===== src/rtl/universal_register_pkg.sv =====
// Shared types for the universal register: operation select encoding.
package universal_register_pkg;

   localparam int MODE_W = 3;

   typedef enum logic [MODE_W-1:0] {
      HOLD = 3'd0,
      LOAD = 3'd1,
      SHL  = 3'd2,
      SHR  = 3'd3,
      ROL  = 3'd4,
      ROR  = 3'd5,
      INC  = 3'd6,
      DEC  = 3'd7
   } mode_t;

endpackage


===== src/rtl/universal_register_if.sv =====
// Control/data bundle of the universal register; clock and reset stay plain ports.
interface universal_register_if #(
   parameter int WIDTH = 8
);
   import universal_register_pkg::*;

   logic             clear;
   logic             enable;
   mode_t            mode;
   logic [WIDTH-1:0] d;
   logic             serial_in;
   logic [WIDTH-1:0] q;
   logic             serial_out;
   logic             carry;
   logic             zero;

   modport master (
      output clear, enable, mode, d, serial_in,
      input  q, serial_out, carry, zero
   );

   modport slave (
      input  clear, enable, mode, d, serial_in,
      output q, serial_out, carry, zero
   );
endinterface


===== src/rtl/universal_register.sv =====
// Universal register (load/shift/rotate/inc/dec), one-cycle latency, no backpressure.
// enable=0 holds all state; clear beats enable; async active-low reset beats everything.
module universal_register
   import universal_register_pkg::*;
#(
   parameter int               WIDTH       = 8,
   parameter logic [WIDTH-1:0] RESET_VALUE = '0
) (
   input  logic             clock,
   input  logic             reset,
   universal_register_if.slave bus
);

   logic [WIDTH-1:0] r_q;
   logic             r_serial_out;
   logic             r_carry;

   logic [WIDTH-1:0] w_q_nxt;
   logic             w_serial_out_nxt;
   logic             w_carry_nxt;
   logic [WIDTH:0]   w_sum;

   always_comb begin
      w_q_nxt          = r_q;
      w_serial_out_nxt = r_serial_out;
      w_carry_nxt      = r_carry;
      w_sum            = '0;
      case (bus.mode)
         HOLD: ;
         LOAD: w_q_nxt = bus.d;
         SHL: begin
            w_q_nxt          = {r_q[WIDTH-2:0], bus.serial_in};
            w_serial_out_nxt = r_q[WIDTH-1];
         end
         SHR: begin
            w_q_nxt          = {bus.serial_in, r_q[WIDTH-1:1]};
            w_serial_out_nxt = r_q[0];
         end
         ROL: begin
            w_q_nxt          = {r_q[WIDTH-2:0], r_q[WIDTH-1]};
            w_serial_out_nxt = r_q[WIDTH-1];
         end
         ROR: begin
            w_q_nxt          = {r_q[0], r_q[WIDTH-1:1]};
            w_serial_out_nxt = r_q[0];
         end
         // Extra MSB of the WIDTH+1 result is the carry (INC) or borrow (DEC).
         INC: begin
            w_sum       = {1'b0, r_q} + (WIDTH+1)'(1);
            w_q_nxt     = w_sum[WIDTH-1:0];
            w_carry_nxt = w_sum[WIDTH];
         end
         DEC: begin
            w_sum       = {1'b0, r_q} - (WIDTH+1)'(1);
            w_q_nxt     = w_sum[WIDTH-1:0];
            w_carry_nxt = w_sum[WIDTH];
         end
         default: ;
      endcase
   end

   always_ff @(posedge clock or negedge reset) begin
      if (!reset) begin
         r_q          <= RESET_VALUE;
         r_serial_out <= 1'b0;
         r_carry      <= 1'b0;
      end else if (bus.clear) begin
         r_q          <= RESET_VALUE;
         r_serial_out <= 1'b0;
         r_carry      <= 1'b0;
      end else if (bus.enable) begin
         r_q          <= w_q_nxt;
         r_serial_out <= w_serial_out_nxt;
         r_carry      <= w_carry_nxt;
      end
   end

   assign bus.q          = r_q;
   assign bus.serial_out = r_serial_out;
   assign bus.carry      = r_carry;
   assign bus.zero       = (r_q == '0);

endmodule


===== src/flat_wrapper.sv =====
// flat-port wrapper written by rule: the top's interface ports become plain ports
module universal_register_flat import universal_register_pkg::*;
#(
   parameter int               WIDTH       = 8,
   parameter logic [WIDTH-1:0] RESET_VALUE = '0
)
  (clock, reset, bus_clear, bus_enable, bus_mode, bus_d, bus_serial_in, bus_q, bus_serial_out, bus_carry, bus_zero);
  universal_register_if #(.WIDTH(WIDTH)) bus_i ();
  input  logic clock;
  input  logic reset;
  input wire logic [$bits(bus_i.clear)-1:0] bus_clear;
  input wire logic [$bits(bus_i.enable)-1:0] bus_enable;
  input wire logic [$bits(bus_i.mode)-1:0] bus_mode;
  input wire logic [$bits(bus_i.d)-1:0] bus_d;
  input wire logic [$bits(bus_i.serial_in)-1:0] bus_serial_in;
  output wire logic [$bits(bus_i.q)-1:0] bus_q;
  output wire logic [$bits(bus_i.serial_out)-1:0] bus_serial_out;
  output wire logic [$bits(bus_i.carry)-1:0] bus_carry;
  output wire logic [$bits(bus_i.zero)-1:0] bus_zero;
  assign bus_i.clear = bus_clear;
  assign bus_i.enable = bus_enable;
  assign bus_i.mode = bus_mode;
  assign bus_i.d = bus_d;
  assign bus_i.serial_in = bus_serial_in;
  assign bus_q = bus_i.q;
  assign bus_serial_out = bus_i.serial_out;
  assign bus_carry = bus_i.carry;
  assign bus_zero = bus_i.zero;
  universal_register #(.WIDTH(WIDTH), .RESET_VALUE(RESET_VALUE)) u_core (.clock(clock), .reset(reset), .bus(bus_i));
endmodule

===== config.mk =====
export PLATFORM = sky130hd
export DESIGN_NAME = universal_register_flat
export DESIGN_NICKNAME = d
export VERILOG_FILES = /design/src/rtl/universal_register_pkg.sv /design/src/rtl/universal_register_if.sv /design/src/rtl/universal_register.sv /design/src/flat_wrapper.sv
export SDC_FILE = /design/constraint.sdc
export NUM_CORES = 1
export LEC_CHECK = 0
export ABC_CLOCK_PERIOD_IN_PS = 3100
export CELL_PAD_IN_SITES_DETAIL_PLACEMENT = 2
export CELL_PAD_IN_SITES_GLOBAL_PLACEMENT = 2
export CORE_ASPECT_RATIO = 1.1
export CORE_MARGIN = 1
export CORE_UTILIZATION = 31
export CTS_CLUSTER_DIAMETER = 50
export DETAILED_ROUTE_END_ITERATION = 10
export GPL_ROUTABILITY_DRIVEN = 0
export HOLD_SLACK_MARGIN = 0.12
export PLACE_DENSITY_LB_ADDON = 0.1
export REMOVE_ABC_BUFFERS = 1
export SLEW_MARGIN = 0
export SYNTH_ARGS = -nofsm -noshare
export SYNTH_HDL_FRONTEND = slang
export SYNTH_SLANG_ARGS = --single-unit
export TNS_END_PERCENT = 30

===== constraint.sdc =====
create_clock -name clock -period 3.1 [get_ports clock]
set_clock_uncertainty 0.2 [all_clocks]
set_input_delay 0.465 -clock clock [delete_from_list [all_inputs] [get_ports clock]]
set_output_delay 0.465 -clock clock [all_outputs]
set_load 0.03 [all_outputs]

==> impl_metrics.toml <==
[placement]
place_ws_ns = 0.407
dp_hpwl_um = 3270
port_buffers = 26

[global_routing]
grt_usage_pct = 23.9
grt_pass1_vias = 1392
grt_max_degree = 15
grt_pass1_wl_um = 7020
grt_antenna_before_repair = 0
overflow = 0

[synth]
async_reset_ff_share_pct = 100
ys.flop_type = "dfrtp_1"
syn_avg_cell_area_um2 = 8.05
synth_seq_cells = 10
yosysTopAreaCell = "dfrtp_1"
synth_edf_count = 0
syn-cell-area_um2 = 1210
yosys-top-cells-area = "dfrtp_1, mux2i_1, a21oi_1"
ys_seq_area_share_pct = 20.7
synthCells = 150
synth.distinct_cells = 50
synth_top_area_share_pct = 20.7
yosys_warnings = 0

[finish]
drive_gt1_share_pct = 15.4
seqCellArea_um2 = 250
fin_nets = 195
mostFrequentLayoutCell = "clkdlybuf4s50_1"
n_antenna_cell = 0
areaGrowthSynthToFinish_pct = 27.4
layout_common_cells = "clkdlybuf4s50_1, nor2_1, nand2_1, a21oi_1, buf_4"
multi_input_area_um2 = 808
fillers = 439

[timing]
setup_ws_ns = 0.137
slew_headroom_pct = 63.9
maxClockFrequency_ghz = 0.337
finalSetupTns_ns = 0
finalSetupViolCount = 0
worstMarginPinSlew_ns = 0.540
hold_viol = 0
period_share_pct = 95.6
fin_crit_ns = 2.96
rsz0062_at_grt = "no"
drv_slew = 0

[clocking]
cts_setup_buffers = 0
cts_made_buffers = 3
cts_tree = "built"
cts.htree.levels = 1
clock_latency_ns = 0.25
root_buffer = "clkbuf_8"
cts.clk_slew.worst_paths_ns = 0.06
clock_path_buffers = 2
ctsHoldBuffers = 0
ctsResizeCount = 0
cts.sinks = 10

[detailed_routing]
wl_per_cell_um = 19.8
drtIter0Drc = 28
drtPass1Iterations = 4
drcViolationCount = 0
ant_nets = 0
drt-total-wl_um = 4460
num_vias = 1285
viasPerCell = 5.71

[worst_setup_path]
worstSetupEndpointType = "output port"
rr_endpoint = "u_core.bus.q[4]$_DFFE_PN0P_"
cp.arrival_ns = 2.30
r2r_cells = 7
start_kind = "register"
rrSetupSlack_ns = 0.96
crit_chain = "or4_4 -> nor3_2 -> and2_2 -> clkdlybuf4s50_1"
worst-setup-path-type = "reg2out"
rr_startpoint = "u_core.bus.q[0]$_DFFE_PN0P_"
slowest_stage = "clkdlybuf4s50_1"
cp_data_required_time_ns = 2.43
crit_path_max_fanout = 10
cp_slowest_stage_delay_ns = 0.66

[floorplan]
coreArea_um2 = 3680
io_pins = 27
num_rows = 23
die-area_um2 = 4150
die_h_um = 67.5
die_w_um = 61.5
start_util_pct = 32.8

[status]
status = "finished clean"

[power_and_ir_drop]
power-per-cell-area_nw_per_um2 = 383
p_leak_nw = 0.654
max-vdd-ir-drop_v = 0.000127

[hold_path]
hold_path_class = "in2async"

[flow_run]
max_cap_viol_count = 0
==> per-stage QoR <==
step	area, um2	std cells	power [mW]	utilization [%]	hold WS [ns]
final	1540	225	0.589	41.7	0.366
after global routing	1540	225	0.620	41.7	0.407
after CTS	1540	225	0.592	41.7	0.389
after detailed placement	1480	221	0.413	40.3	0.383
after global placement	1480	221	0.405	40.3	0.370
after floorplan	1080	134	0.296	-	-0.0306
==> worst max path at each step <==
stage | start | to | slack [ns]
after floorplan | u_core.bus.q[4]$_DFFE_PN0P_ | bus_zero | 0.93
after global placement | u_core.bus.q[4]$_DFFE_PN0P_ | bus_zero | 0.46
after global routing | u_core.bus.q[4]$_DFFE_PN0P_ | bus_zero | 0.06
final | u_core.bus.q[4]$_DFFE_PN0P_ | bus_zero | 0.14
after CTS | u_core.bus.q[4]$_DFFE_PN0P_ | bus_zero | 0.13
after detailed placement | u_core.bus.q[4]$_DFFE_PN0P_ | bus_zero | 0.41
==> synthesized netlist by cell type (2+ instances only) <==
library cell and n:
and3_2 2, nand2b_1 3, buf_1 2, a21o_1 5, or4_1 2, buf_12 2
a311oi_1 4, ha_1 3, a211oi_1 3, nand3_1 3, xor2_1 3, buf_2 2
xnor2_1 2, nand2_1 11, clkbuf_1 5, mux2i_1 6, o31ai_1 3, dfrtp_1 10
nor3_1 2, clkbuf_8 2, nor2_1 13, or3_1 2, a21oi_1 11, a22o_1 3
mux2_2 2, a221oi_1 3, inv_1 5, buf_4 2, o21ai_0 8, a31oi_1 3
nor2b_1 4
==> critical path: cells and delay by family (launching register included) <==
family / cells / cell delay [ns]
and+or+nand+nor: 3 / 0.90
buffers and inverters: 1 / 0.66
DFF: 1 / 0.49
==> layer usage <==
metal	GRT usage [%]	vias up	part of all wire, %	routed length [um]
li1	-	601	-	-
met1	29.0	642	43	1930
met2	41.7	33	52	2300
met3	3.07	9	3.3	146
met4	9.72	0	1.8	80
met5	0	-	0	0
==> cell families (layout without fill, tap and decap cells) <==
| kind of cell | Yosys count | count (layout) | synth area share, % |
|---|---|---|---|
| flops | 10 | 10 | 20.7 |
| xor+xnor | 5 | 5 | 3.63 |
| mux | 8 | 8 | 6.84 |
| simple gates | 50 | 50 | 22.6 |
| fa+ha+maj | 3 | 3 | 3.11 |
| buf+inv | 21 | 46 | 12.3 |
| compound gates | 53 | 53 | 30.8 |
==> power breakdown <==
| group | leakage (nW) | switching (mW) | internal [mW] |
|---|---|---|---|
| registers | 0.133 | 0.0298 | 0.141 |
| logic | 0.493 | 0.129 | 0.112 |
| clock network | 0.0288 | 0.0646 | 0.113 |
==> final cells by class <==
type                       instances  share of cell area [%]
clock buffer                       4                    3.58
inverter                           5                    1.22
multi-input combinational        119                    52.6
sequential                        10                    16.3
tap                               50                    4.07
timing repair buffer              37                    22.3
==> state kept, by name, indices dropped and copies added (netlist names) <==
| name | cells |
|---|---|
| u_core.bus.carry | 1 |
| u_core.bus.q | 8 |
| u_core.bus.serial_out | 1 |
No activity file was read; power rests on OpenSTA's default activity.
